==> config.mk <==
export PLATFORM = sky130hd
export DESIGN_NAME = gather_requant_packer
export DESIGN_NICKNAME = d
export VERILOG_FILES = /design/src/rtl/gather_requant_packer_pkg.sv /design/src/rtl/gather_requant_packer_sync_fifo_fwft.sv /design/src/rtl/gather_requant_packer.sv
export SDC_FILE = /design/constraint.sdc
export NUM_CORES = 1
export LEC_CHECK = 0
export ABC_AREA = 1
export BUFFER_PORTS_ARGS = -buffer_cell sky130_fd_sc_hd__buf_2
export CAP_MARGIN = 20
export CORE_MARGIN = 5
export CORE_UTILIZATION = 61
export CTS_CLUSTER_DIAMETER = 50
export DETAILED_ROUTE_END_ITERATION = 7
export HOLD_SLACK_MARGIN = 0.1
export PLACE_DENSITY = 0.83
export SYNTH_ARGS = -nofsm -noshare
export SYNTH_HDL_FRONTEND = slang
export SYNTH_SLANG_ARGS = --single-unit
==> constraint.sdc <==
create_clock -name clk -period 6.2 [get_ports clk]
set_clock_uncertainty 0.1 [all_clocks]
set_input_delay 0.93 -clock clk [delete_from_list [all_inputs] [get_ports clk]]
set_output_delay 0.93 -clock clk [all_outputs]
set_load 0.1 [all_outputs]
==> src/rtl/gather_requant_packer_pkg.sv <==
// Shared widths, saturation bounds and requant configuration type for the
// gather requantizer/packer.
package gather_requant_packer_pkg;
    localparam int DEF_DATA_WIDTH = 32;
    localparam int DEF_OUT_WIDTH  = 8;
    localparam int SAT_MAX        = 127;
    localparam int SAT_MIN        = -128;

    typedef struct packed {
        logic [4:0]  shift;
        logic        relu_en;
        logic [15:0] words_per_kernel;
    } requant_cfg_t;
endpackage

==> src/rtl/gather_requant_packer_sync_fifo_fwft.sv <==
// Generic first-word-fall-through FIFO; head entry is visible whenever not empty.
module sync_fifo_fwft #(
    parameter int DATA_W = 33,
    parameter int DEPTH  = 4,
    parameter int CNT_W  = $clog2(DEPTH) + 1
) (
    input  logic              clk,
    input  logic              rst_n,
    input  logic              clr,
    input  logic              push,
    input  logic [DATA_W-1:0] push_data,
    input  logic              pop,
    output logic [DATA_W-1:0] pop_data,
    output logic              full,
    output logic              empty,
    output logic [CNT_W-1:0]  count
);
    localparam int AW = $clog2(DEPTH);

    logic [DATA_W-1:0] r_mem [DEPTH];
    logic [AW-1:0]     r_wr_ptr, r_rd_ptr;
    logic [CNT_W-1:0]  r_count;
    logic              w_do_push, w_do_pop;

    assign empty     = (r_count == '0);
    assign full      = (r_count == CNT_W'(DEPTH));
    assign count     = r_count;
    assign w_do_pop  = pop & ~empty;
    // A pop in the same cycle frees the slot, so a push into a full FIFO still lands.
    assign w_do_push = push & (~full | w_do_pop);
    assign pop_data  = empty ? '0 : r_mem[r_rd_ptr];

    always_ff @(posedge clk)
        if (w_do_push) r_mem[r_wr_ptr] <= push_data;

    always_ff @(posedge clk or negedge rst_n) begin
        if (!rst_n) begin
            r_wr_ptr <= '0;
            r_rd_ptr <= '0;
            r_count  <= '0;
        end else if (clr) begin
            r_wr_ptr <= '0;
            r_rd_ptr <= '0;
            r_count  <= '0;
        end else begin
            if (w_do_push) r_wr_ptr <= r_wr_ptr + 1'b1;
            if (w_do_pop)  r_rd_ptr <= r_rd_ptr + 1'b1;
            case ({w_do_push, w_do_pop})
                2'b10:   r_count <= r_count + 1'b1;
                2'b01:   r_count <= r_count - 1'b1;
                default: r_count <= r_count;
            endcase
        end
    end
endmodule

==> src/rtl/gather_requant_packer.sv <==
// Bias add, rounding shift, ReLU and int8 saturation on the gather output
// stream; packs four results per word into an output FIFO.
module gather_requant_packer
    import gather_requant_packer_pkg::*;
#(
    parameter int DATA_WIDTH   = DEF_DATA_WIDTH,
    parameter int OUT_WIDTH    = DEF_OUT_WIDTH,
    parameter int NO_OF_KERNEL = 16,
    parameter int FIFO_DEPTH   = 4,
    parameter int KIDX_WIDTH   = $clog2(NO_OF_KERNEL)
) (
    input  logic                         clk,
    input  logic                         rst_n,
    input  logic                         in_valid,
    input  logic signed [DATA_WIDTH-1:0] in_data,
    input  logic [4:0]                   cfg_shift,
    input  logic                         cfg_relu_en,
    input  logic [15:0]                  cfg_words_per_kernel,
    input  logic                         cfg_clear,
    input  logic                         bias_wr_en,
    input  logic [KIDX_WIDTH-1:0]        bias_wr_addr,
    input  logic signed [DATA_WIDTH-1:0] bias_wr_data,
    output logic                         m_valid,
    input  logic                         m_ready,
    output logic [4*OUT_WIDTH-1:0]       m_data,
    output logic                         m_last,
    output logic                         overflow,
    output logic [KIDX_WIDTH-1:0]        kernel_idx
);
    localparam int SW    = DATA_WIDTH + 2;
    localparam int LANES = 4;
    localparam int CW    = $clog2(FIFO_DEPTH) + 1;
    localparam logic signed [SW:0] L_SMAX = (SW+1)'(SAT_MAX);
    localparam logic signed [SW:0] L_SMIN = (SW+1)'(SAT_MIN);

    requant_cfg_t w_cfg;
    assign w_cfg = '{shift: cfg_shift, relu_en: cfg_relu_en, words_per_kernel: cfg_words_per_kernel};

    logic signed [DATA_WIDTH-1:0]        r_bias [NO_OF_KERNEL];
    logic [15:0]                         r_sample_cnt;
    logic [KIDX_WIDTH-1:0]               r_kidx;
    logic [1:0]                          r_vld_pipe;
    logic signed [SW-1:0]                r_sum;
    logic                                r_last1, r_last2;
    logic signed [OUT_WIDTH-1:0]         r_res;
    logic [LANES-1:0][OUT_WIDTH-1:0]     r_pack;
    logic [1:0]                          r_lane;
    logic                                r_overflow;

    logic [15:0]                         w_wpk_m1;
    logic                                w_s1_last;
    logic signed [SW:0]                  w_rnd, w_shr;
    logic signed [OUT_WIDTH-1:0]         w_sat;
    logic [LANES-1:0][OUT_WIDTH-1:0]     w_word;
    logic                                w_push, w_pop, w_full, w_empty;
    logic [CW-1:0]                       w_count;
    logic [LANES*OUT_WIDTH:0]            w_head;

    assign w_wpk_m1  = (w_cfg.words_per_kernel == '0) ? 16'd0 : w_cfg.words_per_kernel - 16'd1;
    assign w_s1_last = (r_sample_cnt == w_wpk_m1);

    always_comb begin
        w_rnd = (SW+1)'(r_sum);
        if (w_cfg.shift != '0)
            w_rnd = w_rnd + ((SW+1)'(1) << (w_cfg.shift - 5'd1));
        w_shr = w_rnd >>> w_cfg.shift;
        if (w_cfg.relu_en && w_shr[SW]) w_shr = '0;
        if (w_shr > L_SMAX)      w_sat = OUT_WIDTH'(SAT_MAX);
        else if (w_shr < L_SMIN) w_sat = OUT_WIDTH'(SAT_MIN);
        else                     w_sat = w_shr[OUT_WIDTH-1:0];
    end

    // Lanes above the one being written are left 0 so a short final word is zero-padded.
    always_comb begin
        w_word = '0;
        for (int i = 0; i < LANES; i++) begin
            if (i < int'(r_lane))       w_word[i] = r_pack[i];
            else if (i == int'(r_lane)) w_word[i] = r_res;
        end
    end

    assign w_push = r_vld_pipe[1] & ((r_lane == 2'd3) | r_last2);
    assign w_pop  = ~w_empty & m_ready;

    always_ff @(posedge clk or negedge rst_n) begin
        if (!rst_n) begin
            for (int k = 0; k < NO_OF_KERNEL; k++) r_bias[k] <= '0;
        end else if (bias_wr_en) begin
            r_bias[bias_wr_addr] <= bias_wr_data;
        end
    end

    always_ff @(posedge clk or negedge rst_n) begin
        if (!rst_n) begin
            r_vld_pipe <= '0; r_sample_cnt <= '0; r_kidx <= '0;
            r_sum <= '0; r_last1 <= 1'b0; r_res <= '0; r_last2 <= 1'b0;
            r_pack <= '0; r_lane <= '0; r_overflow <= 1'b0;
        end else if (cfg_clear) begin
            r_vld_pipe <= '0; r_sample_cnt <= '0; r_kidx <= '0;
            r_sum <= '0; r_last1 <= 1'b0; r_res <= '0; r_last2 <= 1'b0;
            r_pack <= '0; r_lane <= '0; r_overflow <= 1'b0;
        end else begin
            r_vld_pipe <= {r_vld_pipe[0], in_valid};
            if (in_valid) begin
                r_sum   <= SW'(in_data) + SW'(r_bias[r_kidx]);
                r_last1 <= w_s1_last;
                if (w_s1_last) begin
                    r_sample_cnt <= '0;
                    r_kidx <= (r_kidx == KIDX_WIDTH'(NO_OF_KERNEL - 1)) ? '0 : r_kidx + 1'b1;
                end else begin
                    r_sample_cnt <= r_sample_cnt + 16'd1;
                end
            end
            if (r_vld_pipe[0]) begin
                r_res   <= w_sat;
                r_last2 <= r_last1;
            end
            if (r_vld_pipe[1]) begin
                if (w_push) begin
                    r_lane <= '0;
                    r_pack <= '0;
                end else begin
                    r_lane         <= r_lane + 2'd1;
                    r_pack[r_lane] <= r_res;
                end
            end
            if (w_push && w_full && !w_pop) r_overflow <= 1'b1;
        end
    end

    sync_fifo_fwft #(
        .DATA_W (LANES*OUT_WIDTH + 1),
        .DEPTH  (FIFO_DEPTH),
        .CNT_W  (CW)
    ) u_fifo (
        .clk       (clk),
        .rst_n     (rst_n),
        .clr       (cfg_clear),
        .push      (w_push),
        .push_data ({r_last2, w_word}),
        .pop       (w_pop),
        .pop_data  (w_head),
        .full      (w_full),
        .empty     (w_empty),
        .count     (w_count)
    );

    assign m_valid    = (w_count != '0);
    assign m_data     = w_head[LANES*OUT_WIDTH-1:0];
    assign m_last     = w_head[LANES*OUT_WIDTH];
    assign overflow   = r_overflow;
    assign kernel_idx = r_kidx;
endmodule
==> flow_metrics.tcl <==
set metrics [dict create \
    run_status "finished clean" \
    max_freq_mhz 180 \
    intPower_w 0.0100 \
    design_area_sq_mm 0.0437 \
    synthAdderAreaFrac_pct 2.51 \
    hold_viol 0 \
    fp.dieArea_sq_mm 0.0705 \
    initial_core_util_pct 61.6 \
    syn_inst 5157 \
    synth_top_family_by_area "simple AND/OR/NAND/NOR gates" \
    drc 0 \
    clk_path_buf_depth 3 \
    final_nets 5296 \
    critPathCaptureType "flop" \
    tns_ns 0 \
    clk_latency_ns 0.64 \
    p_sw_w 0.00614 \
    maxUsedRoutingLayer "met5" \
    grt_pass1_wl_microns 188000 \
    rows 93 \
    postCtsSetupBuffers 0 \
    synthMuxAreaShare_pct 0 \
    holdBufCountCts 0 \
    yosys.cell_types.count 60 \
    grt_start_max_net_pins 130 \
    final_cells 6042 \
    antenna_found_initial 6 \
    rsz0062_at_grt "false" \
    maxCapViolCount 0 \
    syn_area_sq_mm 0.0398 \
    crit_arrival_ns 5.94 \
    numCtsBuffers 78 \
    wl_met1_microns 47400 \
    yosysWarnings 0 \
    wl_met2_microns 54700 \
    pwr-share-seq_pct 39.1 \
    met3WireLength_microns 12500 \
    vias 36800 \
    die_y_microns 265 \
    synth_compound_area_share_pct 17.0 \
    grt_pass1_vias 34900 \
    viasPerCell 6.10 \
    synth_area_per_cell_sq_um 7.72 \
    fin_crit_sh_pct 89.8 \
    ios 135 \
    routed_wl_microns 120000 \
    grt.total_usage_pct 33.2 \
    worst_pin_slew_ns 1.06 \
    slew_viol_final 0 \
    slew_headroom_pct 29.6 \
    hp-class "input port to asynchronous set/reset pin" \
    irDropWorstVdd_mv 0.272 \
    cp_max_fo 18 \
    drtIter0Drc 4006 \
    synthXorXnorAreaFrac_pct 0.836 \
    cp.required_ns 6.58 \
    wire_per_inst_microns 19.8 \
    yosysSeqAreaShare_pct 48.4 \
    synth_seq_cells 743 \
    drt.antenna.violating_nets 0 \
    postPlaceCellArea_sq_mm 0.0409 \
    htree_levels 3 \
    p_clk_share_pct 30.3 \
    critPathLaunchType "flop" \
    io_buffer_count 134 \
    gp_routability_congestion 1.03 \
    die_w_microns 265 \
    synth-simple-area-share_pct 24.3 \
    cts_tree "done" \
    dp.final_hpwl_microns 73500 \
    critPathKind "flop to flop" \
    cts.sinks 743 \
    syn_to_final_growth_pct 9.84 \
    dr.pass1.iters 6 \
    cts-root-buf "clkbuf_16" \
    synth_nets 5331 \
    filler_cell_count 5203 \
    swShare_pct 38.0 \
    powerDensity_mw_per_mm2 370 \
    clkSlewWorstSetupHoldPaths_ns 0.06 \
    fin_crit_ns 5.57 \
    place_inst 5894 \
    p_leak_nw 20.6 \
    comb_power_share_pct 30.6 \
    core_sq_mm 0.0646 \
    setup_viol 0 \
    cts_resized 0 \
    drive_gt1_share_pct 8.18 \
    grt_overflow 0 \
]
## cells by family (layout without fill, tap and decap cells)
family | count (synthesis) | after routing
flops | 743 | 743
other cells | 0 | 3
xor+xnor | 38 | 38
compound gates | 1240 | 1240
buf+inv | 713 | 740
fa+ha+maj | 78 | 78
simple gates | 2345 | 2345
## per-stage QoR
stage               util [%]  hold slack, ns  setup slack (ns)  power (W)
floorplan                  -           0.348              1.28    0.00985
global placement        63.4           0.360             0.760     0.0111
detailed placement      63.4           0.368             0.657     0.0112
CTS                     67.6           0.368             0.800     0.0161
global route            67.7           0.393             0.247     0.0169
finish                  67.7           0.316             0.634     0.0162
## flip-flops by register name, summed over array words and instances (netlist names)
signal,flops
r_pack,24
u_fifo.r_wr_ptr,2
overflow,1
r_sample_cnt,16
r_last1,1
r_vld_pipe,2
r_last2,1
kernel_idx,4
r_bias,512
u_fifo.r_mem,132
r_lane,2
r_sum,33
u_fifo.r_rd_ptr,2
r_res,8
u_fifo.count,3
## Yosys cell counts (all sizes together)
cell | n | share of area (%)
o31ai | 10 | 0.19
buf | 51 | 0.73
ha | 75 | 2.4
o21bai | 7 | 0.13
inv | 383 | 3.6
nor3b | 2 | 0.038
nor2 | 536 | 5.1
or2 | 13 | 0.20
a32o | 2 | 0.050
o221ai | 28 | 0.62
o2111ai | 39 | 0.86
nor4 | 6 | 0.15
a22oi | 1 | 0.019
nand2 | 1342 | 13
clkinv | 9 | 0.088
and2 | 2 | 0.031
o22ai | 51 | 0.80
nor3 | 23 | 0.34
o41ai | 1 | 0.022
a21o | 1 | 0.019
a211oi | 2 | 0.038
nand4 | 27 | 0.42
dfrtp | 611 | 38
xnor2 | 10 | 0.22
nand3b | 12 | 0.23
o21ai | 820 | 10
edfxtp | 132 | 10
fa | 3 | 0.15
o211ai | 7 | 0.13
clkbuf | 270 | 2.5
a31o | 1 | 0.022
a221oi | 21 | 0.46
o21a | 5 | 0.094
a31oi | 8 | 0.13
a21boi | 2 | 0.038
a21oi | 230 | 2.9
nand3 | 382 | 5.0
xor2 | 28 | 0.62
a22o | 4 | 0.088
## power groups by stage
stage / registers (W) / logic, W / clock network [W]
after floorplan: 0.00617 / 0.00368 / 0
after global placement: 0.00633 / 0.00473 / 0
after detailed placement: 0.00636 / 0.00484 / 0
after CTS: 0.00628 / 0.00488 / 0.00493
after global routing: 0.00638 / 0.00543 / 0.00513
final: 0.00632 / 0.00495 / 0.00489
## placed cells by master (no fill, tap or decap), types with 19 or more instances in the layout
master and count:
nor2_1 524, edfxtp_1 132, ha_1 75, o2111ai_1 39
nand2_2 21, clkbuf_16 80, xor2_1 28, nor3_1 19
buf_4 65, o22ai_1 51, inv_1 379, dfrtp_1 606
o221ai_1 28, a221oi_1 21, nand2_1 1317, o21ai_0 806
nand4_1 27, buf_2 133, a21oi_1 229, nand3_1 362
nand3_2 20
## worst paths after layout
| check | from | endpoint | slack, ns | cells after the start |
|---|---|---|---|---|
| min in group clk | r_bias[195] | r_bias[195] | 0.38 | 2 |
| min | rst_n | r_bias[127] | 0.32 | 1 |
| max | kernel_idx[2] | r_sum[27] | 0.63 | 27 |
| min reg2reg | r_bias[195] | r_bias[195] | 0.38 | 2 |
| max reg2reg | kernel_idx[2] | r_sum[27] | 0.63 | 27 |
| max in group asynchronous | rst_n | r_bias[354] | 4.25 | 2 |
## per-layer routing
layer | vias to the layer above | GRT usage, %
met1 | 17400 | 45.5
met2 | 1954 | 52.5
met4 | 2 | 14.7
met3 | 359 | 6.00
met5 | - | 0
li1 | 17100 | -
## cell type report
class	instances	area, sq um	share of cell area (%)
antenna	3	7.51	0.0172
clock buffer	108	2230	5.09
clock inverter	34	480	1.10
inverter	392	1480	3.38
multi-input combinational	3701	17900	40.9
sequential	743	19300	44.1
tap	855	1070	2.45
timing repair buffer	206	1320	3.01
## worst max-delay path, stage by stage (launching register included)
cell       delay, ns
dfrtp_2         0.65
inv_1           0.16
nor2_4          0.53
inv_2           0.15
buf_4           0.29
a21oi_1         0.16
nand2_1         0.06
o2111ai_1       0.10
nand2_1         0.29
ha_1            0.29
a21oi_1         0.21
nand2_1         0.10
a21oi_1         0.24
o21bai_1        0.11
nand2_1         0.06
inv_1           0.04
o21ai_0         0.18
nand2_1         0.11
nand2_1         0.09
a31oi_1         0.13
a21boi_0        0.39
o21ai_0         0.23
nand2_1         0.10
nand2_1         0.08
nand2_1         0.07
nand2_1         0.07
o21ai_0         0.25
o21ai_0         0.15
Note: power is estimated with default switching activity, not from simulation.
